===== src/rtl/panel_sequencer_pkg.sv =====
// Shared types and constants for the front-panel sequencer.
// Words use PDP-8 numbering on paper (bit 0 = MSB), but they are stored as
// [11:0] vectors. So PDP bits 6:8 are vector bits [5:3], and PDP bits 9:11
// are vector bits [2:0].
package panel_sequencer_pkg;

    localparam int ADDR_W      = 12;
    localparam int FIELD_W     = 3;
    localparam int MAW         = FIELD_W + ADDR_W;
    localparam int TMO_W       = 5;
    localparam int DEF_MEM_TMO = 31;

    typedef enum logic [2:0] {
        ST_IDLE,
        ST_DECODE,
        ST_MWR,
        ST_MRD,
        ST_INC,
        ST_VFY,
        ST_DONE
    } state_t;

    typedef enum logic [2:0] {
        CMD_NONE,
        CMD_CLEAR,
        CMD_EXTD,
        CMD_ADDR,
        CMD_DEP,
        CMD_EXAM,
        CMD_CONT
    } cmd_t;

    // When several switches are held together, the most destructive
    // command wins.
    function automatic cmd_t decodeCmd(input logic clr, input logic extd,
                                       input logic addr, input logic dep,
                                       input logic exam, input logic cont);
        cmd_t c;
        c = CMD_NONE;
        if (clr)       c = CMD_CLEAR;
        else if (extd) c = CMD_EXTD;
        else if (addr) c = CMD_ADDR;
        else if (dep)  c = CMD_DEP;
        else if (exam) c = CMD_EXAM;
        else if (cont) c = CMD_CONT;
        return c;
    endfunction

endpackage


===== src/rtl/panel_sequencer_if.sv =====
// Request/acknowledge memory port between the panel sequencer and the arbiter.
interface panel_sequencer_if;
    import panel_sequencer_pkg::*;

    logic              mem_req;
    logic              mem_we;
    logic [MAW-1:0]    mem_addr;
    logic [ADDR_W-1:0] mem_wdata;
    logic              mem_ack;
    logic [ADDR_W-1:0] mem_rdata;

    modport master (output mem_req, mem_we, mem_addr, mem_wdata,
                    input  mem_ack, mem_rdata);
    modport slave  (input  mem_req, mem_we, mem_addr, mem_wdata,
                    output mem_ack, mem_rdata);
endinterface


===== src/rtl/panel_sequencer_mem_if.sv =====
// panel_mem_if: holds one memory request until it is acknowledged or times out.
// It also captures the read data when the acknowledge arrives.
module panel_mem_if
    import panel_sequencer_pkg::*;
#(
    parameter int MEM_TMO = DEF_MEM_TMO
) (
    input  logic              clk,
    input  logic              reset,
    input  logic              start_i,
    input  logic              we_i,
    input  logic [MAW-1:0]    addr_i,
    input  logic [ADDR_W-1:0] wdata_i,
    output logic              ack_o,
    output logic              tmo_o,
    output logic [ADDR_W-1:0] rdata_o,
    panel_sequencer_if.master mem
);

    logic              req_q;
    logic              we_q;
    logic [MAW-1:0]    addr_q;
    logic [ADDR_W-1:0] wdata_q;
    logic [ADDR_W-1:0] rdata_q;
    logic [TMO_W-1:0]  cnt_q;

    assign ack_o = req_q & mem.mem_ack;
    assign tmo_o = req_q & ~mem.mem_ack & (cnt_q == TMO_W'(MEM_TMO - 1));

    assign mem.mem_req   = req_q;
    assign mem.mem_we    = we_q;
    assign mem.mem_addr  = addr_q;
    assign mem.mem_wdata = wdata_q;
    assign rdata_o       = rdata_q;

    // A new start wins over a completing access, so a readback can follow a
    // write back-to-back. Each start restarts the wait counter.
    always_ff @(posedge clk) begin
        if (reset) begin
            req_q   <= 1'b0;
            we_q    <= 1'b0;
            addr_q  <= '0;
            wdata_q <= '0;
            rdata_q <= '0;
            cnt_q   <= '0;
        end else begin
            if (ack_o)
                rdata_q <= mem.mem_rdata;
            if (start_i) begin
                req_q   <= 1'b1;
                we_q    <= we_i;
                addr_q  <= addr_i;
                wdata_q <= wdata_i;
                cnt_q   <= '0;
            end else if (ack_o || tmo_o) begin
                req_q <= 1'b0;
                cnt_q <= '0;
            end else if (req_q) begin
                cnt_q <= cnt_q + TMO_W'(1);
            end
        end
    end

endmodule


===== src/rtl/panel_sequencer.sv =====
// panel_sequencer: runs debounced front-panel commands against the panel PC,
// the IF/DF field registers, the MB display register and the memory port.
// Optional build macro PANEL_READBACK_EN: after each deposit, the word is
// read back and compared with the written value.
module panel_sequencer
    import panel_sequencer_pkg::*;
#(
    parameter int MEM_TMO = DEF_MEM_TMO
) (
    input  logic               clk,
    input  logic               reset,
    input  logic               triggerd,
    input  logic               cleard,
    input  logic               extd_addrd,
    input  logic               addr_loadd,
    input  logic               depd,
    input  logic               examd,
    input  logic               contd,
    input  logic [ADDR_W-1:0]  sr,
    panel_sequencer_if.master  mem,
    output logic [ADDR_W-1:0]  pc,
    output logic [FIELD_W-1:0] ifr,
    output logic [FIELD_W-1:0] dfr,
    output logic [ADDR_W-1:0]  mb,
    output logic               clear_strb,
    output logic               run_req,
    output logic               busy,
    output logic               err
);

    state_t             state_q;
    cmd_t               cmd_q;
    logic [ADDR_W-1:0]  sr_q;
    logic [ADDR_W-1:0]  pc_q;
    logic [FIELD_W-1:0] ifr_q;
    logic [FIELD_W-1:0] dfr_q;
    logic [ADDR_W-1:0]  mb_q;
    logic               trig_q;
    logic               clearStrb_q;
    logic               runReq_q;
    logic               err_q;

    logic               trigEdge;
    logic               memStart;
    logic               memStartWe;
    logic               memAck;
    logic               memTmo;
    logic [ADDR_W-1:0]  memRdata;
    logic [ADDR_W-1:0]  pcInc_d;

    assign trigEdge   = triggerd & ~trig_q;
    assign pcInc_d    = pc_q + ADDR_W'(1);
    assign memStartWe = (state_q == ST_DECODE) && (cmd_q == CMD_DEP);
    assign memStart   = ((state_q == ST_DECODE) && ((cmd_q == CMD_DEP) || (cmd_q == CMD_EXAM)))
`ifdef PANEL_READBACK_EN
                      || ((state_q == ST_MWR) && memAck)
`endif
                      ;

    panel_mem_if #(.MEM_TMO(MEM_TMO)) u_mem (
        .clk     (clk),
        .reset   (reset),
        .start_i (memStart),
        .we_i    (memStartWe),
        .addr_i  ({ifr_q, pc_q}),
        .wdata_i (sr_q),
        .ack_o   (memAck),
        .tmo_o   (memTmo),
        .rdata_o (memRdata),
        .mem     (mem)
    );

    assign pc         = pc_q;
    assign ifr        = ifr_q;
    assign dfr        = dfr_q;
    assign mb         = mb_q;
    assign clear_strb = clearStrb_q;
    assign run_req    = runReq_q;
    assign err        = err_q;
    assign busy       = (state_q != ST_IDLE);

    // Command FSM. A new command is latched only on a trigger rising edge
    // while idle. Strobes are one-cycle pulses raised on leaving DECODE.
    always_ff @(posedge clk) begin
        if (reset) begin
            state_q     <= ST_IDLE;
            cmd_q       <= CMD_NONE;
            sr_q        <= '0;
            pc_q        <= '0;
            ifr_q       <= '0;
            dfr_q       <= '0;
            mb_q        <= '0;
            trig_q      <= 1'b0;
            clearStrb_q <= 1'b0;
            runReq_q    <= 1'b0;
            err_q       <= 1'b0;
        end else begin
            trig_q      <= triggerd;
            clearStrb_q <= 1'b0;
            runReq_q    <= 1'b0;
            case (state_q)
                ST_IDLE: begin
                    if (trigEdge) begin
                        cmd_q   <= decodeCmd(cleard, extd_addrd, addr_loadd,
                                             depd, examd, contd);
                        sr_q    <= sr;
                        state_q <= ST_DECODE;
                    end
                end
                ST_DECODE: begin
                    state_q <= ST_DONE;
                    case (cmd_q)
                        CMD_CLEAR: begin
                            clearStrb_q <= 1'b1;
                            err_q       <= 1'b0;
                        end
                        CMD_EXTD: begin
                            ifr_q <= sr_q[5:3];
                            dfr_q <= sr_q[2:0];
                        end
                        CMD_ADDR: pc_q     <= sr_q;
                        CMD_DEP:  state_q  <= ST_MWR;
                        CMD_EXAM: state_q  <= ST_MRD;
                        CMD_CONT: runReq_q <= 1'b1;
                        default:  ;
                    endcase
                end
                ST_MWR: begin
                    if (memAck) begin
                        mb_q <= sr_q;
`ifdef PANEL_READBACK_EN
                        state_q <= ST_VFY;
`else
                        state_q <= ST_INC;
`endif
                    end else if (memTmo) begin
                        err_q   <= 1'b1;
                        state_q <= ST_DONE;
                    end
                end
                ST_MRD, ST_VFY: begin
                    if (memAck) begin
                        state_q <= ST_INC;
                    end else if (memTmo) begin
                        err_q   <= 1'b1;
                        state_q <= ST_DONE;
                    end
                end
                ST_INC: begin
                    pc_q <= pcInc_d;
                    if (cmd_q == CMD_EXAM)
                        mb_q <= memRdata;
`ifdef PANEL_READBACK_EN
                    if ((cmd_q == CMD_DEP) && (memRdata != sr_q))
                        err_q <= 1'b1;
`endif
                    state_q <= ST_DONE;
                end
                ST_DONE: state_q <= ST_IDLE;
                default: state_q <= ST_IDLE;
            endcase
        end
    end

endmodule

===== src/flat_wrapper.sv =====
// flat-port wrapper written by rule: the top's interface ports become plain ports
module panel_sequencer_flat import panel_sequencer_pkg::*;
#(
    parameter int MEM_TMO = DEF_MEM_TMO
)
  (clk, reset, triggerd, cleard, extd_addrd, addr_loadd, depd, examd, contd, sr, pc, ifr, dfr, mb, clear_strb, run_req, busy, err, mem_mem_req, mem_mem_we, mem_mem_addr, mem_mem_wdata, mem_mem_ack, mem_mem_rdata);
  panel_sequencer_if mem_i ();
  input  logic clk;
  input  logic reset;
  input  logic triggerd;
  input  logic cleard;
  input  logic extd_addrd;
  input  logic addr_loadd;
  input  logic depd;
  input  logic examd;
  input  logic contd;
  input  logic [ADDR_W-1:0] sr;
  output logic [ADDR_W-1:0] pc;
  output logic [FIELD_W-1:0] ifr;
  output logic [FIELD_W-1:0] dfr;
  output logic [ADDR_W-1:0] mb;
  output logic clear_strb;
  output logic run_req;
  output logic busy;
  output logic err;
  output wire logic [$bits(mem_i.mem_req)-1:0] mem_mem_req;
  output wire logic [$bits(mem_i.mem_we)-1:0] mem_mem_we;
  output wire logic [$bits(mem_i.mem_addr)-1:0] mem_mem_addr;
  output wire logic [$bits(mem_i.mem_wdata)-1:0] mem_mem_wdata;
  input wire logic [$bits(mem_i.mem_ack)-1:0] mem_mem_ack;
  input wire logic [$bits(mem_i.mem_rdata)-1:0] mem_mem_rdata;
  assign mem_mem_req = mem_i.mem_req;
  assign mem_mem_we = mem_i.mem_we;
  assign mem_mem_addr = mem_i.mem_addr;
  assign mem_mem_wdata = mem_i.mem_wdata;
  assign mem_i.mem_ack = mem_mem_ack;
  assign mem_i.mem_rdata = mem_mem_rdata;
  panel_sequencer #(.MEM_TMO(MEM_TMO)) u_core (.clk(clk), .reset(reset), .triggerd(triggerd), .cleard(cleard), .extd_addrd(extd_addrd), .addr_loadd(addr_loadd), .depd(depd), .examd(examd), .contd(contd), .sr(sr), .mem(mem_i), .pc(pc), .ifr(ifr), .dfr(dfr), .mb(mb), .clear_strb(clear_strb), .run_req(run_req), .busy(busy), .err(err));
endmodule

===== config.mk =====
export PLATFORM = sky130hd
export DESIGN_NAME = panel_sequencer_flat
export DESIGN_NICKNAME = d
export VERILOG_FILES = /design/src/rtl/panel_sequencer_pkg.sv /design/src/rtl/panel_sequencer_if.sv /design/src/rtl/panel_sequencer_mem_if.sv /design/src/rtl/panel_sequencer.sv /design/src/flat_wrapper.sv
export SDC_FILE = /design/constraint.sdc
export NUM_CORES = 1
export LEC_CHECK = 0
export ABC_AREA = 0
export CAP_MARGIN = 15
export CORE_ASPECT_RATIO = 0.6
export CORE_MARGIN = 4
export CORE_UTILIZATION = 40
export DETAILED_ROUTE_END_ITERATION = 12
export HOLD_SLACK_MARGIN = 0.1
export PLACE_DENSITY = 0.69
export RECOVER_POWER = 50
export SLEW_MARGIN = 0
export SYNTH_ARGS = -nofsm -noshare
export SYNTH_HDL_FRONTEND = slang
export SYNTH_SLANG_ARGS = --single-unit

===== constraint.sdc =====
create_clock -name clk -period 1.7 [get_ports clk]
set_clock_uncertainty 0.05 [all_clocks]
set_input_delay 0.34 -clock clk [delete_from_list [all_inputs] [get_ports clk]]
set_output_delay 0.34 -clock clk [all_outputs]
set_load 0.01 [all_outputs]

==> impl_metrics.toml, run 1 <==
[clock_network]
clock_latency_ns = 0.35
clk_path_buf_depth = 2
cts-hold-fix-buffers = 0
numCtsBuffers = 9
cts_sinks = 98
clkSlewWorstSetupHoldPaths_ns = 0.06
tritoncts = "done"
h-tree-depth = 3
root_buffer = "clkbuf_16"

[yosys]
synthesis.area_um2 = 3960
synth_area_leader_cell = "dfxtp_1"
synth_edf_count = 0
synth_top_cell_area_share_pct = 49.6
ys_seq_area_share_pct = 49.6
syn-num-nets = 499
syn_area_per_cell_um2 = 8.57
synth_cells = 462
synthTopCellsByArea = "dfxtp_1, nand2_1, a21oi_1"
synth-async-reset-ratio_pct = 0
synth-main-ff-cell = "dfxtp_1"
synth-seq-cells = 98
synthDistinctLibCells = 50
yosysWarnings = 0

[route]
first_pass_iters = 5
ant_nets = 0
wl_per_cell_um = 16.2
wl_um = 11400
viasPerCell = 5.33
num_vias = 3762
drtIter0Drc = 267
drc = 0

[grt]
grt_max_degree = 63
top_usage_layer = "met1"
use_met3_pct = 6.40
antenna_found_initial = 0
grt-ovfl-total = 0
grt_pass1_wl_um = 18300
grt.total_usage_pct = 19.9
grt_pass1_vias = 3510
met2_usage_pct = 28.0
grtUsageMet1_pct = 29.1

[timing]
finalWorstSetupSlack_ns = 0.0367
max_clock_freq_ghz = 0.601
worst_slew_pin_slew_ns = 0.370
rsz0062_at_grt = "yes"
slew_viol_final = 0
slew_headroom_pct = 75.0
hold_viol = 0
setup_violations = 0
finalCriticalPeriod_ns = 1.66
min_period_over_period_pct = 97.8
fin_hold_ws_ns = 0.348

[cells_and_area]
fillers = 843
finalNonFillerCells = 706
areaGrowthSynthToFinish_pct = 42.0
num_antenna_cells = 0
finalNetCount = 608
drive_above_1_share_pct = 14.1

[run]
drv_cap = 0

[critical_path]
crit_required_ns = 1.31
startpoint_type = "flip-flop"
cp.arrival_ns = 1.27
path_class = "flip-flop to output port"
end_kind = "output port"
cp_max_fo = 8

[placed_design]
dp_cells = 687
port_buffers = 96
dpl_worst_slack_ns = -0.273
dp.final_hpwl_um = 8340
gp_congestion = 0.846

[die]
row_count = 27
core_um2 = 9390
dieWidth_um = 136
ios = 97
dieHeight_um = 85.1
start_util_pct = 42.2
dieArea_um2 = 11600

[pwr]
leakage_nw = 2.14
pwr-share-clk_pct = 33.3
peakVddDrop_mv = 0.680
seq_power_share_pct = 44.5
power_density_nw_per_um2 = 1040
power_switching_share_pct = 30.4
p_comb_share_pct = 22.2
p_int_mw = 4.09
total_switching_power_mw = 1.78

[worst_hold_path]
hp-class = "primary input to flip-flop"

[outcome]
status = "finished, final reports clean"
-- worst paths after layout --
path	startpoint	end	slack (ns)	depth (start not counted)
worst min register to register	u_core.u_mem.rdata_o[5]$_SDFFE_PP0P_	u_core.u_mem.rdata_o[5]$_SDFFE_PP0P_	0.41	2
worst max-delay path	u_core.state_q[0]$_SDFFE_PP0P_	busy	0.04	2
worst max register to register	u_core.state_q[0]$_SDFFE_PP0P_	u_core.cmd_q[1]$_SDFFE_PP0P_	0.04	4
worst min-delay path	reset	u_core.u_mem.cnt_q[0]$_SDFFE_PP0P_	0.35	4
-- placed cells by master (no fill, tap or decap), drive strengths merged, types with 7 or more instances in the layout --
cell type	n
dlymetal6s2s	7
nand2	115
a21oi	52
clkbuf	10
a311oi	12
inv	7
clkdlybuf4s50	77
dfxtp	98
nor2	32
nand3	9
buf	35
a22o	15
-- cell usage after synthesis, types with 2 or more instances --
master / count
nand3b_1: 4
o31a_1: 2
a211oi_1: 6
dfxtp_1: 98
a21oi_1: 51
clkbuf_1: 20
buf_4: 2
buf_6: 2
a31oi_1: 5
nand2_1: 115
and4_1: 3
a2bb2oi_1: 4
a22oi_1: 2
and3_1: 3
nand3_1: 9
o21ai_0: 6
or3b_2: 2
or3_1: 3
and2_1: 2
inv_1: 4
a311oi_1: 12
a2111oi_0: 2
a22o_1: 15
nand4_1: 4
buf_2: 6
nor2b_1: 4
nor3b_2: 2
ha_1: 3
nor2_1: 32
buf_1: 2
nor3_1: 5
nand2b_1: 5
mux2i_1: 6
xor2_1: 4
o211ai_1: 2
-- cell type report --
class	count	area (um2)	area share [%]
Clock buffer	10	239	4.25
Sequential cell	98	1980	35.2
Tap cell	130	163	2.89
Inverter	4	15.0	0.267
Timing Repair Buffer	130	1310	23.2
Clock inverter	6	46.3	0.824
Multi-Input combinational cell	328	1870	33.3
-- power groups by stage --
stage                     clock [mW]  sequential (mW)  combinational, mW
after floorplan                    0             2.55              0.756
after global routing            2.10             2.63               1.42
after detailed placement           0             2.64               1.16
final                           1.95             2.62               1.30
after CTS                       2.00             2.59               1.17
after global placement             0             2.64               1.13
-- through the flow --
stage | TNS, ns | cell area, um2 | utilization [%] | total power, mW
2_1_floorplan | -0.0771 | 3960 | - | 3.30
3_3_place_gp | -2.05 | 5210 | 55.5 | 3.77
3_5_place_dp | -3.67 | 5210 | 55.5 | 3.80
4_1_cts | -0.0760 | 5550 | 59.0 | 5.77
5_1_grt | -0.0371 | 5620 | 59.9 | 6.15
6_report | 0 | 5620 | 59.9 | 5.87
-- cell families (layout without fill, tap and decap cells) --
kind of cell / Yosys count / count (layout) / synth area share, %
buf+inv: 36 / 150 / 4.17
compound gates: 115 / 115 / 19.8
xor+xnor: 5 / 5 / 1.11
mux: 7 / 7 / 1.80
simple gates: 198 / 198 / 22.6
flops: 98 / 98 / 49.6
fa+ha+maj: 3 / 3 / 0.948
-- routing by layer --
layer,vias to the layer above,wire length (um),part of all wire (%)
li1,1838,-,-
met1,1786,5510,48
met2,123,4820,42
met3,15,950,8.3
met5,-,0,0
met4,0,136,1.2
-- sequential cells by signal, summed over array words and instances, names as in the netlist, 5 cells and up --
name	flops
u_core.mb	12
u_core.sr_q	12
u_core.u_mem.mem.mem_addr	15
u_core.u_mem.rdata_o	12
u_core.pc	12
u_core.u_mem.cnt_q	5
u_core.u_mem.mem.mem_wdata	12
-- worst max-delay path, stage by stage, from the launching register on --
cell,delay [ns]
dfxtp_4,0.37
or3_4,0.43
buf_6,0.14
-- what timing repair did --
| action | in CTS | in global routing |
|---|---|---|
| gates cloned | 1 | 0 |
| setup buffers | 0 | 2 |
| pin swaps | 1 | 1 |
| endpoints found under the hold margin | 0 | 0 |
| endpoints found under the setup margin | 33 | 56 |
| resized for setup | 22 | 28 |
Power figures use the tool's default switching activity.
==> inputs of run 2 (changes only) <==
--- a/config.mk
+++ b/config.mk
@@ -5,11 +5,12 @@
 export SDC_FILE = /design/constraint.sdc
 export NUM_CORES = 1
 export LEC_CHECK = 0
-export ABC_AREA = 0
+export ABC_AREA = 1
 export CAP_MARGIN = 15
 export CORE_ASPECT_RATIO = 0.6
 export CORE_MARGIN = 4
 export CORE_UTILIZATION = 40
+export CTS_BUF_LIST = sky130_fd_sc_hd__clkbuf_8
 export DETAILED_ROUTE_END_ITERATION = 12
 export HOLD_SLACK_MARGIN = 0.1
 export PLACE_DENSITY = 0.69
==> impl_metrics.toml, run 2 <==
[yosys]
synth_top_cell_area_share_pct = 47.1
synth_edf_count = 0
yosysWarnings = 0
syn_area_per_cell_um2 = 7.24
synth-main-ff-cell = "dfxtp_1"
synthDistinctLibCells = 31
synthTopCellsByArea = "dfxtp_1, nor2_1, o21ai_0"
synth-async-reset-ratio_pct = 0
synthesis.area_um2 = 4170
synth_cells = 576
synth-seq-cells = 98
syn-num-nets = 613
synth_common_cells = "nor2_1, dfxtp_1, nand2_1, o21ai_0, nand3_1"
synth_area_leader_cell = "dfxtp_1"
yosysMostFrequentCell = "nor2_1"
ys_seq_area_share_pct = 47.1

[critical_path]
endpoint = "u_core.err$_SDFFE_PP0P_"
cp_max_fo = 15
crit_required_ns = 1.87
r2r_end = "u_core.cmd_q[0]$_SDFFE_PP0P_"
startpoint_type = "primary input"
critPathLaunch = "reset"
ff2ff_setup_slack_ns = 0.15
end_kind = "flip-flop"
reg2reg_from = "u_core.state_q[1]$_SDFFE_PP0P_"
cp.arrival_ns = 1.83
path_class = "primary input to flip-flop"
rr_worst_depth = 7

[route]
drtIter0Drc = 315
wl_per_cell_um = 14.1
wl_um = 11500
viasPerCell = 5.07
first_pass_iters = 5
drc = 0
ant_nets = 0
num_vias = 4151

[pwr]
p_int_mw = 3.76
seq_power_share_pct = 48.0
power_switching_share_pct = 34.3
pwr-share-clk_pct = 26.1
total_switching_power_mw = 1.96
peakVddDrop_mv = 0.467
power_density_nw_per_um2 = 1030
leakage_nw = 2.26
p_comb_share_pct = 26.0

[clock_network]
clock_latency_ns = 0.38
cts_sinks = 98
cts-hold-fix-buffers = 0
clkSlewWorstSetupHoldPaths_ns = 0.09
root_buffer = "clkbuf_8"
numCtsBuffers = 9
h-tree-depth = 3
clk_path_buf_depth = 2
tritoncts = "done"

[timing]
hold_viol = 0
setup_violations = 0
min_period_over_period_pct = 97.3
finalCriticalPeriod_ns = 1.65
slew_viol_final = 0
finalWorstSetupSlack_ns = 0.0454
max_clock_freq_ghz = 0.604
slew_headroom_pct = 43.9
tns_ns = 0
rsz0062_at_grt = "no"
worst_slew_pin_slew_ns = 0.842

[grt]
grt_pass1_vias = 3764
grt_pass1_wl_um = 18400
antenna_found_initial = 0
grt_max_degree = 37
grt-ovfl-total = 0
grt.total_usage_pct = 19.0

[die]
dieHeight_um = 87.1
dieWidth_um = 140
dieArea_um2 = 12200
start_util_pct = 41.6
row_count = 28
core_um2 = 10000
ios = 97

[cells_and_area]
drive_above_1_share_pct = 9.06
layout_common_cells = "nor2_1, dfxtp_1, nand2_1"
largest_reg_flops = 15
finalNetCount = 716
areaGrowthSynthToFinish_pct = 32.7
num_antenna_cells = 0
final_common_cell = "nor2_1"
final_area_um2 = 5530

[outcome]
status = "finished, final reports clean"

[placed_design]
port_buffers = 96
dpl_worst_slack_ns = 0.00985
gp_congestion = 0.868
dp.final_hpwl_um = 8800
place_area_um2 = 5370

[worst_hold_path]
hp-class = "flip-flop to flip-flop"

[run]
drv_cap = 0
==> run 2: power groups by stage <==
stage	clock network (mW)	registers, mW	logic [mW]
detailed placement	0	2.79	1.51
floorplan	0	2.75	0.941
global placement	0	2.78	1.48
CTS	1.53	2.74	1.50
global route	1.64	2.77	1.67
finish	1.49	2.74	1.49
==> run 2: final cells by class <==
| class | instances | area [um2] |
|---|---|---|
| clock buffer | 9 | 124 |
| tap | 135 | 169 |
| clock inverter | 7 | 68.8 |
| fill | 989 | 4490 |
| multi-input combinational | 397 | 1860 |
| sequential | 98 | 1970 |
| inverter | 53 | 201 |
| timing repair buffer | 120 | 1130 |
==> run 2: cell families after synthesis <==
family / synth area share, %
xor+xnor: 0.840
flops: 47.1
fa+ha+maj: 0.900
simple gates: 27.5
buf+inv: 8.25
compound gates: 15.4
==> run 2: metrics by stage <==
stage               utilization [%]  hold WS [ns]  total power [mW]  std cells
floorplan                         -         0.374              3.69        576
global placement               53.6         0.381              4.26        803
detailed placement             53.6         0.394              4.30        803
CTS                            55.5         0.405              5.76        819
global route                   55.2         0.428              6.08        819
finish                         55.2         0.404              5.72        819
==> run 2: worst max-delay path, cell delays in order <==
cell	delay (ns)
dlygate4sd3_1	0.57
clkbuf_4	0.15
clkbuf_1	0.63
nor3_1	0.14
==> run 2: routing by layer <==
layer | wire length (um) | part of all wire [%] | global-route usage (%) | vias up
met5 | 0 | 0 | 0 | -
met4 | 89 | 0.77 | 4.75 | 0
met3 | 914 | 7.9 | 5.98 | 9
met2 | 5000 | 43 | 29.2 | 147
met1 | 5530 | 48 | 26.1 | 1921
li1 | - | - | - | 2074
==> run 2: worst min-delay path by stage <==
stage	from	endpoint	cells past startpoint
finish	u_core.u_mem.rdata_o[6]$_SDFFE_PP0P_	u_core.u_mem.rdata_o[6]$_SDFFE_PP0P_	2
global route	u_core.u_mem.rdata_o[4]$_SDFFE_PP0P_	u_core.u_mem.rdata_o[4]$_SDFFE_PP0P_	2
CTS	u_core.u_mem.rdata_o[2]$_SDFFE_PP0P_	u_core.u_mem.rdata_o[2]$_SDFFE_PP0P_	2
detailed placement	u_core.u_mem.rdata_o[2]$_SDFFE_PP0P_	u_core.u_mem.rdata_o[2]$_SDFFE_PP0P_	2
global placement	u_core.u_mem.rdata_o[4]$_SDFFE_PP0P_	u_core.u_mem.rdata_o[4]$_SDFFE_PP0P_	2
floorplan	u_core.u_mem.rdata_o[0]$_SDFFE_PP0P_	u_core.u_mem.rdata_o[0]$_SDFFE_PP0P_	2
==> run 2: timing repair <==
action / in CTS / in global routing
setup endpoints to repair: 15 / 28
resized for setup: 25 / 28
pin swaps: 0 / 1
buffers inserted: 0 / 0
cloned: 0 / 0
==> inputs of run 3 (changes only) <==
--- a/config.mk
+++ b/config.mk
@@ -11,6 +11,7 @@
 export CORE_MARGIN = 4
 export CORE_UTILIZATION = 40
 export CTS_BUF_LIST = sky130_fd_sc_hd__clkbuf_8
+export CTS_CLUSTER_SIZE = 25
 export DETAILED_ROUTE_END_ITERATION = 12
 export HOLD_SLACK_MARGIN = 0.1
 export PLACE_DENSITY = 0.69
==> results of run 3 <==
Final layout, timing and power as in run 2 (identical DEF).
